==> src/rtl/uart_tx_frame.sv <==
// uart_tx_frame: UART transmit engine, one bit per clk cycle (clk = baud clock).
// Frame: start(0), DATA_WIDTH data bits LSB first, optional parity, stop(1).
// Parity encoding matches the RX checker: PAR_TYP 0 = even, 1 = odd.
// Build option: define UART_TX_TWO_STOP_EN to send two stop bits per frame.
// TX_OUT and Busy are driven directly from flops; DATA_WIDTH is meant for 5..8.
module uart_tx_frame #(
  parameter int DATA_WIDTH = 8
) (
  input  logic                  clk,
  input  logic                  reset,
  input  logic [DATA_WIDTH-1:0] P_DATA,
  input  logic                  Data_Valid,
  input  logic                  PAR_EN,
  input  logic                  PAR_TYP,
  output logic                  TX_OUT,
  output logic                  Busy
);

  localparam int CNT_W = (DATA_WIDTH > 1) ? $clog2(DATA_WIDTH) : 1;
  localparam logic [CNT_W-1:0] LAST_IDX = CNT_W'(DATA_WIDTH - 1);

  typedef enum logic [2:0] {
    ST_IDLE   = 3'd0,
    ST_START  = 3'd1,
    ST_DATA   = 3'd2,
    ST_PARITY = 3'd3,
`ifdef UART_TX_TWO_STOP_EN
    ST_STOP   = 3'd4,
    ST_STOP2  = 3'd5
`else
    ST_STOP   = 3'd4
`endif
  } state_t;

  // Parity bit for the frame: even makes the total count of ones even,
  // odd makes it odd, so the odd case is the even bit inverted.
  function automatic logic parity_bit(input logic [DATA_WIDTH-1:0] data,
                                      input logic                  odd);
    return (^data) ^ odd;
  endfunction

  state_t                state_q, state_d;
  logic [CNT_W-1:0]      cnt_q, cnt_d;
  logic [DATA_WIDTH-1:0] data_q, data_d;
  logic                  par_en_q, par_en_d;
  logic                  par_bit_q, par_bit_d;
  logic                  tx_q, tx_d;
  logic                  busy_q, busy_d;
  logic [CNT_W-1:0]      cnt_inc_s;

  // Next-state logic; tx_d/busy_d describe the line during the state being entered,
  // so the outputs register in step with the state.
  always_comb begin
    state_d   = state_q;
    cnt_d     = cnt_q;
    data_d    = data_q;
    par_en_d  = par_en_q;
    par_bit_d = par_bit_q;
    tx_d      = tx_q;
    busy_d    = busy_q;
    cnt_inc_s = cnt_q + CNT_W'(1);

    case (state_q)
      ST_IDLE: begin
        tx_d   = 1'b1;
        busy_d = 1'b0;
        if (Data_Valid) begin
          // Capture the whole request; the parity bit is fixed here so later
          // input changes cannot disturb the frame in flight.
          data_d    = P_DATA;
          par_en_d  = PAR_EN;
          par_bit_d = parity_bit(P_DATA, PAR_TYP);
          cnt_d     = '0;
          state_d   = ST_START;
          tx_d      = 1'b0;
          busy_d    = 1'b1;
        end else begin
          state_d = ST_IDLE;
        end
      end

      ST_START: begin
        state_d = ST_DATA;
        cnt_d   = '0;
        tx_d    = data_q[0];
        busy_d  = 1'b1;
      end

      ST_DATA: begin
        busy_d = 1'b1;
        if (cnt_q == LAST_IDX) begin
          cnt_d = '0;
          if (par_en_q) begin
            state_d = ST_PARITY;
            tx_d    = par_bit_q;
          end else begin
            state_d = ST_STOP;
            tx_d    = 1'b1;
          end
        end else begin
          cnt_d   = cnt_inc_s;
          state_d = ST_DATA;
          tx_d    = data_q[cnt_inc_s];
        end
      end

      ST_PARITY: begin
        state_d = ST_STOP;
        tx_d    = 1'b1;
        busy_d  = 1'b1;
      end

`ifdef UART_TX_TWO_STOP_EN
      ST_STOP: begin
        state_d = ST_STOP2;
        tx_d    = 1'b1;
        busy_d  = 1'b1;
      end

      ST_STOP2: begin
        // Always pass through IDLE so held requests get one mark cycle between frames.
        state_d = ST_IDLE;
        tx_d    = 1'b1;
        busy_d  = 1'b0;
      end
`else
      ST_STOP: begin
        // Always pass through IDLE so held requests get one mark cycle between frames.
        state_d = ST_IDLE;
        tx_d    = 1'b1;
        busy_d  = 1'b0;
      end
`endif

      default: begin
        state_d = ST_IDLE;
        cnt_d   = '0;
        tx_d    = 1'b1;
        busy_d  = 1'b0;
      end
    endcase
  end

  // State, latches and registered outputs; synchronous active-low reset abandons any frame.
  always_ff @(posedge clk) begin
    if (!reset) begin
      state_q   <= ST_IDLE;
      cnt_q     <= '0;
      data_q    <= '0;
      par_en_q  <= 1'b0;
      par_bit_q <= 1'b0;
      tx_q      <= 1'b1;
      busy_q    <= 1'b0;
    end else begin
      state_q   <= state_d;
      cnt_q     <= cnt_d;
      data_q    <= data_d;
      par_en_q  <= par_en_d;
      par_bit_q <= par_bit_d;
      tx_q      <= tx_d;
      busy_q    <= busy_d;
    end
  end

  assign TX_OUT = tx_q;
  assign Busy   = busy_q;

endmodule

==> config.mk <==
export PLATFORM = sky130hd
export DESIGN_NAME = uart_tx_frame
export DESIGN_NICKNAME = d
export VERILOG_FILES = /design/src/rtl/uart_tx_frame.sv
export SDC_FILE = /design/constraint.sdc
export NUM_CORES = 1
export LEC_CHECK = 0
export ABC_AREA = 1
export CORE_UTILIZATION = 46
export CTS_BUF_LIST = sky130_fd_sc_hd__clkbuf_16
export DETAILED_ROUTE_END_ITERATION = 6
export PLACE_DENSITY_LB_ADDON = 0.15
export SYNTH_ARGS = -nofsm -noshare
export SYNTH_HDL_FRONTEND = slang
export SYNTH_SLANG_ARGS = --single-unit
export TNS_END_PERCENT = 100
==> constraint.sdc <==
create_clock -name clk -period 1.3 [get_ports clk]
set_input_delay 0.26 -clock clk [delete_from_list [all_inputs] [get_ports clk]]
set_output_delay 0.26 -clock clk [all_outputs]
set_load 0.01 [all_outputs]
==> flow_metrics.py <==
metrics = {
    "run_status": {
        "status": "finished clean",
    },
    "cts": {
        "root_buffer": "clkbuf_16",
        "post-cts-setup-buffer-count": 0,
        "cts.sinks": 18,
        "cts_htree_levels": 1,
        "cts_buffer_depth": 2,
        "hold_buffers": 0,
        "cts_tree": "done",
        "insertion_delay_ns": 0.25,
        "cts_buffers": 3,
        "clkTransAtPathRegs_ns": 0.05,
    },
    "logic_synthesis": {
        "synth_xor_xnor_area_share_pct": 0.9396,
        "netlist_instances": 137,
        "ys_types": 23,
        "synth_warnings": 0,
        "synthSimpleGateAreaFrac_pct": 31.28,
        "ys_ff_latch": 18,
        "synthAdderAreaFrac_pct": 2.685,
        "syn_area_um2": 932.1,
        "yosys-mux-area-fraction_pct": 0,
        "synth_nets": 152,
        "seq_area_frac_synth_pct": 38.66,
        "netlist.area_leader.share_pct": 38.66,
        "synth_largest_area_cell": "dfxtp_1",
        "synth_compound_area_share_pct": 15.30,
        "syn_area_per_cell_um2": 6.804,
        "yosys-top-cells-area": "dfxtp_1 (39%), nand2_1 (15%), nand3_1 (8.1%)",
        "synth_top_family_by_area": "simple AND/OR/NAND/NOR gates",
    },
    "floorplanning": {
        "io_pins": 15,
        "die_area_um2": 2210,
        "rows": 15,
        "die_height_um": 47.02,
        "initial_core_util_pct": 51.20,
        "die_x_um": 47.02,
        "core_um2": 1821,
    },
    "critical_path": {
        "critPathBufInv": 2,
        "crit_type": "in2reg",
        "path_cells": "clkdlybuf4s50_1 -> inv_1 -> nor2_4 -> o22ai_1 -> nand2_1 -> a21oi_1",
        "critPathMaxFanout": 3,
        "ff2ff_setup_slack_ns": 0.07,
        "start_kind": "input pin",
        "cpPeakStageDelay_ns": 0.40,
        "critPathCaptureType": "register",
        "crit_family": "buffers and inverters",
        "required_ns": 1.46,
        "cp_slowest_cell": "clkdlybuf4s50_1",
        "critPathArrivalTime_ns": 1.42,
    },
    "final_layout": {
        "fin_cells": 190,
        "nNetsFinal": 181,
        "fin_area_um2": 1285,
        "antenna_cells": 0,
        "fin_util_pct": 70.58,
        "fill_cells": 159,
        "area.growth.synth_to_final_pct": 37.85,
        "drive_gt1_share_pct": 19.39,
    },
    "global_route": {
        "overflow": 0,
        "grt_pass1_vias": 832,
        "grt_max_degree": 17,
        "grt_pass1_wl_um": 3325,
        "antenna_found_initial": 0,
        "track_usage_pct": 22.06,
    },
    "sta": {
        "fmax_ghz": 0.7980,
        "relSlewSlack_pct": 75.72,
        "clock_skew_ns": 0.001976,
        "maxSlewViolCount": 0,
        "setup_viol_count_final": 0,
        "period_minus_slack_ns": 1.253,
        "min_period_over_period_pct": 96.39,
        "tightest_slew_ns": 0.3642,
        "hold_violations": 0,
        "hold-worst-slack_ns": 0.4084,
        "rsz0062_at_grt": "no",
    },
    "detailed_routing": {
        "ant_nets": 0,
        "viasPerCell": 5.068,
        "wl_per_cell_um": 10.92,
        "drc": 0,
        "vias": 963,
        "drtIter0Drc": 36,
        "routed_wl_um": 2075,
        "drtPass1Iterations": 4,
    },
    "run": {
        "cap_violations": 0,
    },
    "pwr": {
        "peakVddDrop_mv": 0.8476,
        "power.density_nw_per_um2": 1177,
        "power_leakage_nw": 0.6197,
    },
    "placed_design": {
        "portBuffers": 14,
        "dp_cells": 186,
        "place_congestion": 0.8296,
        "post_dp_cell_area_um2": 1175,
        "hpwl_um": 1572,
    },
    "worst_hold_path": {
        "hold_path.class": "in2reg",
    },
}
## where the power goes
part	leakage [nW]	total [W]	switching, W	internal, W
registers	0.149	0.000624	0.0000263	0.000597
clock network	0.0385	0.000614	0.000205	0.000409
logic	0.432	0.000275	0.000146	0.000130
## per-layer routing
layer | global-route usage [%] | up-vias | share of wire (%)
li1 | - | 495 | -
met1 | 25.88 | 436 | 46
met2 | 36.67 | 25 | 46
met3 | 7.692 | 7 | 5.3
met4 | 9.143 | 0 | 2.5
met5 | 0 | - | 0
## repair_timing
action	4_1_cts	5_1_grt
setup endpoints to repair	2	2
gates resized for setup	2	11
pin swaps	0	1
endpoints found under the hold margin	0	0
## path summary, 6_finish.rpt
check,start,end,cells after the start
setup / recovery,Data_Valid,cnt_q[1],6
hold / removal,P_DATA[7],data_q[7],4
setup reg to reg,cnt_q[0],TX_OUT,6
hold reg to reg,par_en_q,state_q[0],2
## through the flow
step	power, W	TNS (ns)	worst slack (ns)
detailed placement	0.0009053	-1.217	-0.1609
CTS	0.001523	0	0.04583
finish	0.001513	0	0.04690
global placement	0.0008988	-0.7060	-0.1773
floorplan	0.0007956	0	0.08499
global route	0.001592	0	0.001777
## final cells by class
class	count	area (um^2)	share of cell area [%]
Clock buffer	3	75.07	5.842
Clock inverter	1	3.754	0.2921
Inverter	22	85.08	6.621
Multi-Input combinational cell	95	491.7	38.27
Sequential cell	18	362.8	28.24
Tap cell	25	31.28	2.434
Timing Repair Buffer	26	235.2	18.31
## layout by cell type, fill, tap and decap left out
cell,n
nand3b_1,1
nor2_1,6
nand2_2,2
o21ai_2,1
buf_4,12
o22ai_1,1
a2111oi_1,1
dlymetal6s2s_1,3
nand3_1,15
a21oi_2,1
ha_1,1
inv_1,16
dlygate4sd2_1,2
inv_2,5
xor2_1,1
o21ai_0,9
dfxtp_1,16
clkdlybuf4s50_1,9
clkbuf_16,3
inv_4,1
a21oi_1,13
dfxtp_2,2
nor2_2,1
nand4_1,1
nand2_4,1
nor2_4,1
nand2_1,37
ha_4,1
nor3_2,1
clkinv_1,1
## cell usage after synthesis (all sizes together)
library cell	n
inv	22
nand4	1
nand2	40
ha	2
buf	1
nand3b	1
nor2	8
dfxtp	18
a21oi	14
nand3	15
xor2	1
o21ai	10
o22ai	1
a2111oi	1
clkbuf	1
nor3	1
## worst register-to-register path: stages (launching register included)
cell and delay, ns:
dfxtp_2 0.33, ha_4 0.15, ha_1 0.32, nand3b_1 0.12
nand3_1 0.06, nand2_1 0.07, nand4_1 0.07
## logic make-up after synthesis
logic type               count (synthesis)
AND/OR/NAND/NOR                         66
AO/OA/AOI/OAI                           26
buffers and inverters                   24
flip-flops                              18
adder cells (fa/ha/maj)                  2
XOR/XNOR                                 1
## flip-flops by register name (all words and copies together) (netlist names)
register   cells
Busy           1
TX_OUT         1
cnt_q          3
data_q         8
par_bit_q      1
par_en_q       1
state_q        3
(Power assumes the default switching activity.)
